--- src/rtl/adder_rr_arbiter.sv ---
// Round-robin arbiter sharing one Kogge-Stone adder among NREQ requesters.
// The result lands in a single-entry response register tagged with the requester id.
module adder_rr_arbiter #(
    parameter int NREQ = 4,
    parameter int W    = 16,
    localparam int IDW = $clog2(NREQ)
) (
    input  logic              clk,
    input  logic              rst_n,
    input  logic [NREQ-1:0]   req_valid,
    output logic [NREQ-1:0]   req_ready,
    input  logic [NREQ*W-1:0] req_a,
    input  logic [NREQ*W-1:0] req_b,
    input  logic [NREQ-1:0]   req_cin,
    output logic              rsp_valid,
    input  logic              rsp_ready,
    output logic [IDW-1:0]    rsp_id,
    output logic [W-1:0]      rsp_sum,
    output logic              rsp_cout
);

    // Parallel-prefix adder; the carry-in is folded into bit 0's generate term.
    function automatic logic [W:0] ks_add(input logic [W-1:0] a, input logic [W-1:0] b,
                                          input logic cin);
        logic [W-1:0] p0;
        logic [W-1:0] g;
        logic [W-1:0] p;
        logic [W-1:0] gn;
        logic [W-1:0] pn;
        p0 = a ^ b;
        g  = a & b;
        p  = p0;
        g[0] = g[0] | (p0[0] & cin);
        for (int d = 1; d < W; d = d * 2) begin
            gn = g;
            pn = p;
            for (int i = 0; i < W; i++) begin
                if (i >= d) begin
                    gn[i] = g[i] | (p[i] & g[i-d]);
                    pn[i] = p[i] & p[i-d];
                end else begin
                    gn[i] = g[i];
                    pn[i] = p[i];
                end
            end
            g = gn;
            p = pn;
        end
        return {g[W-1], p0 ^ {g[W-2:0], cin}};
    endfunction

    logic [IDW-1:0] rr_ptr_r;
    logic [IDW-1:0] gnt_id_s;
    logic           found_s;
    logic [IDW:0]   idx_s;
    logic           can_accept_s;
    logic           transfer_s;
    logic [W-1:0]   a_mux_s;
    logic [W-1:0]   b_mux_s;
    logic           cin_mux_s;
    logic [W:0]     add_s;

    assign can_accept_s = ~rsp_valid | rsp_ready;

    // Scan requesters starting at rr_ptr, wrapping, and pick the first valid one.
    always_comb begin
        found_s  = 1'b0;
        gnt_id_s = {IDW{1'b0}};
        idx_s    = {(IDW+1){1'b0}};
        for (int k = 0; k < NREQ; k++) begin
            idx_s = {1'b0, rr_ptr_r} + (IDW+1)'(k);
            if (idx_s >= (IDW+1)'(NREQ)) begin
                idx_s = idx_s - (IDW+1)'(NREQ);
            end else begin
                idx_s = idx_s;
            end
            if (!found_s && req_valid[idx_s[IDW-1:0]]) begin
                found_s  = 1'b1;
                gnt_id_s = idx_s[IDW-1:0];
            end else begin
                found_s  = found_s;
            end
        end
    end

    // One-hot grant, suppressed under backpressure and while reset is held.
    always_comb begin
        if (found_s && can_accept_s && rst_n) begin
            req_ready = {{(NREQ-1){1'b0}}, 1'b1} << gnt_id_s;
        end else begin
            req_ready = {NREQ{1'b0}};
        end
    end

    assign transfer_s = |req_ready;

    // AND-OR operand mux feeding the shared adder.
    always_comb begin
        a_mux_s   = {W{1'b0}};
        b_mux_s   = {W{1'b0}};
        cin_mux_s = 1'b0;
        for (int i = 0; i < NREQ; i++) begin
            a_mux_s   = a_mux_s | (req_a[i*W +: W] & {W{gnt_id_s == IDW'(i)}});
            b_mux_s   = b_mux_s | (req_b[i*W +: W] & {W{gnt_id_s == IDW'(i)}});
            cin_mux_s = cin_mux_s | (req_cin[i] & (gnt_id_s == IDW'(i)));
        end
    end

    assign add_s = ks_add(a_mux_s, b_mux_s, cin_mux_s);

    // Response register and round-robin pointer.
    always_ff @(posedge clk or negedge rst_n) begin
        if (!rst_n) begin
            rsp_valid <= 1'b0;
            rsp_id    <= {IDW{1'b0}};
            rsp_sum   <= {W{1'b0}};
            rsp_cout  <= 1'b0;
            rr_ptr_r  <= {IDW{1'b0}};
        end else if (transfer_s) begin
            rsp_valid <= 1'b1;
            rsp_id    <= gnt_id_s;
            rsp_sum   <= add_s[W-1:0];
            rsp_cout  <= add_s[W];
            rr_ptr_r  <= (gnt_id_s == IDW'(NREQ-1)) ? {IDW{1'b0}} : gnt_id_s + IDW'(1);
        end else if (rsp_ready) begin
            rsp_valid <= 1'b0;
        end else begin
            rsp_valid <= rsp_valid;
        end
    end

endmodule
--- config.mk ---
export PLATFORM = sky130hd
export DESIGN_NAME = adder_rr_arbiter
export DESIGN_NICKNAME = d
export VERILOG_FILES = /design/src/rtl/adder_rr_arbiter.sv
export SDC_FILE = /design/constraint.sdc
export NUM_CORES = 1
export LEC_CHECK = 0
export ABC_AREA = 1
export BUFFER_PORTS_ARGS = -buffer_cell sky130_fd_sc_hd__buf_2
export CAP_MARGIN = 10
export CORE_ASPECT_RATIO = 0.8
export CORE_MARGIN = 4
export CORE_UTILIZATION = 45
export CTS_CLUSTER_DIAMETER = 120
export DETAILED_ROUTE_END_ITERATION = 8
export PLACE_DENSITY = 0.82
export SKIP_LAST_GASP = 1
export SYNTH_ARGS = -nofsm -noshare
export SYNTH_HDL_FRONTEND = slang
export SYNTH_SLANG_ARGS = --single-unit
--- constraint.sdc ---
create_clock -name clk -period 5.2 [get_ports clk]
set_input_delay 0.26 -clock clk [delete_from_list [all_inputs] [get_ports clk]]
set_output_delay 0.26 -clock clk [all_outputs]
set_load 0.01 [all_outputs]
==> results.md <==
- DRC violations left: 0
- CTS resizes: 0
- Critical Setup Path Class: reg -> reg
- Netlist cell types: 31
- Delay of the slowest cell on the worst path: 0.52 ns
- DR pass1 iterations: 4
- Reg2Reg Capture Point: rsp_sum[8]$_DFFE_PN0P_
- Vias in the first global route: between 3000 and 4000
- Aggregate global-route resource usage: a little under a quarter
- Post-route clock skew: 0.00698 ns
- Slowest stage cell, crit path: dfrtp_1
- Portion of the clock cycle consumed by the worst path in the final layout: 85.4%
- Compound-gate portion of the synthesized area: 9.83%
- Port Buf Inserts: roughly 160
- Run status: finished clean
- Cell at the root of the clock tree: clkbuf_8
- Placed Instance Area: 0.00368 sq mm
- Chain of cells forming the critical path: inv_2, nand2_1, nand2_1, nand2_1, nand2_2, nor2_4, nand2_1, nand3_1, nand2_1, nor2_1, ha_1, buf_4, a221oi_1, fa_1, fa_1, o21ai_0, nand2_1, nand2_1, nand2_1, a21o_1, nand2_1, nand2_1, nand2_1
- Sequential cell area fraction in the yosys report: 19.2%
- Clock latency reported for the late side of the worst-skew pair: approximately 0.27 ns
- Endpoint type of the worst setup path: register
- Parity-gate share of the synthesized area counting xor and xnor cells: 2.45%
- Core box area: 0.00604 sq mm
- Fraction of layout instances using a drive strength above 1: 29.0%
- Antenna violations before repair: 0
- Highest achievable clock rate: 225 MHz
- Required time of the critical path: 5.40 ns
- Global-route wire length before repair: 15.0 mm
- Buffers and inverters on the worst path: 2
- Number of sinks handled by clock tree synthesis: 22
- Clock Pin Slew Worst Setup and Hold Paths: 0.08 ns
- Post-synth design cell area: 0.00286 sq mm
- Startpoint of the lowest-slack register-to-register path: rr_ptr_r[0]$_DFFE_PN0P_
- Highest net fanout along the worst path: 30
- Count of antenna diodes in the layout: 0
- Max clock buf depth: 2
- Gate count after technology mapping: 480
- Number of clock buffers inserted by TritonCTS: 3
- Synth Net Count: 640
- Leftover overflow at the end of global routing: 0
- Adder-cell area share of the yosys netlist: around a tenth
- Most common cell after layout, fill and taps aside: nand2_1
- Die span in y: 79.3 microns
- Syn_area_per_cell: 5.96 sq um
- Most used cells in the layout excluding fill and tap cells: 230 x nand2_1, 162 x buf_2, 42 x nand3_1, 31 x nand4_1, 27 x inv_1
- Fin util: between 60% and 70%
- Final hold violation count: 0
- # nets final: a little under 800
- Number of max-slew violations in the final report: 0
- Path depth of the worst reg2reg path: 23
- Setup TNS Final: 0 ns
- Number of violations reported at the end of detailed-routing iteration 0: about 170
- Cell depth of the worst hold path: 4
- Worst Setup SP: rr_ptr_r[0]$_DFFE_PN0P_
- Setup repair after global routing missed its margin: no
- Setup crit end: rsp_sum[8]$_DFFE_PN0P_
- P&R area growth vs syn: 30.9%
- Number of H-tree levels: 1
- HPWL after DPL: between 7 and 8 mm
- Number of synthesized register bits: 22
- Area share of and/or/nand/nor cells after synthesis: 50.1%
- Maximum number of pins on one net before global-route repair: 31
- Headroom to the max-slew limit: 66.8%
- Clock tree from TritonCTS: built
- Reported max-cap violation count: 0
- Startpoint kind of the worst setup timing path: register
- Minimum setup slack among reg-to-reg paths: 0.76 ns
- Worst-margin pin slew: 0.498 ns
- Yosys warns: 0
- Filler cell count in the final layout: about 570
- GPL Wtd Cong: 0.940
- Instance count on the critical path: 23
- Post-route design area: 0.00375 sq mm
- Total routed wirelength: 9.03 mm
- Total number of placement rows: 25
- Average vias per placed instance: 5.18
- Antenna-violating nets left: 0
- Min-delay worst type: in -> reg
- Gate family responsible for the most delay along the worst path: simple AND/OR/NAND/NOR gates
- Die footprint: roughly 0.0077 sq mm
- Worst path most repeated cell: nand2_1
- Width of the die: 97.2 microns
- Critical Path AT: about 4.6 ns
- Top-Level Pins: 163
- Post-DR wirelength/cell: 12.7 microns
- Setup Viol. Count Final: 0
- Final period demand of the worst path: 4.44 ns
- Starting density of the core: 47.4%
- Dominant combinational cell family by area after synthesis: simple AND/OR/NAND/NOR gates
- Detailed-route via count: about 3700
- Proportion of synthesized area in mux cells: 0%
-- worst register-to-register path, delay by kind of cell (launching register included) --
family,cells,cell delay (ns)
and+or+nand+nor,15,1.47
adders and majority gates,3,1.21
AOI/OAI and AO/OA,3,0.72
DFF,1,0.52
buffers and inverters,2,0.46
-- per-layer routing --
metal / vias to the layer above / track usage, % / routed length [microns]
li1: 1882 / - / -
met1: 1641 / 28.2 / 3970
met2: 144 / 41.5 / 4330
met3: 15 / 4.04 / 609
met4: 0 / 3.79 / 123
met5: - / 0 / 0
-- sequential cells by signal, summed over array words and instances, names as in the netlist --
| name | cells |
|---|---|
| rsp_sum | 16 |
| rr_ptr_r | 2 |
| rsp_id | 2 |
| rsp_cout | 1 |
| rsp_valid | 1 |
-- cell type report --
cell class | count | area [sq um] | share of cell area (%)
clock buffer | 4 | 55.1 | 1.47
inverter | 29 | 109 | 2.91
multi-input combinational | 406 | 2060 | 55.1
sequential | 22 | 551 | 14.7
tap | 81 | 101 | 2.71
timing repair buffer | 169 | 866 | 23.1
-- metrics by stage --
stage | cells | setup WS (ns) | hold WS, ns
final | 711 | 0.761 | 0.261
after global routing | 711 | 0.478 | 0.297
after CTS | 711 | 0.822 | 0.268
after detailed placement | 706 | 0.848 | 0.256
after global placement | 706 | 0.990 | 0.246
after floorplan | 480 | 1.25 | -0.0356
-- kinds of logic after synthesis --
group | count (synthesis)
buf+inv | 52
compound gates | 43
flops | 22
fa+ha+maj | 21
simple gates | 334
xor+xnor | 8
-- what timing repair did --
action | CTS | global route
endpoints found under the hold margin | 22 | 0
hold buffers | 1 | 0
setup buffers | 0 | 0
endpoints found under the setup margin | 0 | 0
-- worst min path at each step --
stage	startpoint	endpoint	slack, ns
CTS	rsp_ready	rsp_valid$_DFFE_PN0P_	0.27
global placement	rst_n	rsp_id[1]$_DFFE_PN0P_	0.25
finish	rsp_ready	rsp_valid$_DFFE_PN0P_	0.26
floorplan	rst_n	rr_ptr_r[0]$_DFFE_PN0P_	-0.04
global route	rsp_ready	rsp_valid$_DFFE_PN0P_	0.30
detailed placement	rst_n	rsp_id[1]$_DFFE_PN0P_	0.26
-- cells in the mapped netlist, drive strengths merged --
| cell type | number | share of area (%) |
|---|---|---|
| a21boi | 1 | 0.26 |
| a21o | 3 | 0.79 |
| a21oi | 15 | 2.6 |
| a221oi | 3 | 0.92 |
| a22o | 7 | 2.1 |
| a31oi | 1 | 0.22 |
| buf | 9 | 3.0 |
| clkbuf | 14 | 1.8 |
| dfrtp | 22 | 19 |
| fa | 2 | 1.4 |
| ha | 19 | 8.3 |
| inv | 29 | 3.8 |
| nand2 | 234 | 31 |
| nand3 | 43 | 8.0 |
| nand3b | 3 | 0.79 |
| nand4 | 31 | 6.8 |
| nor2 | 22 | 3.2 |
| nor3 | 1 | 0.17 |
| o211ai | 2 | 0.87 |
| o21ai | 10 | 1.7 |
| o21bai | 1 | 0.26 |
| xnor2 | 1 | 0.31 |
| xor2 | 7 | 2.1 |
Power is not shown: default switching activity piles up to over one toggle a cycle in this logic, so the estimate is an artifact.
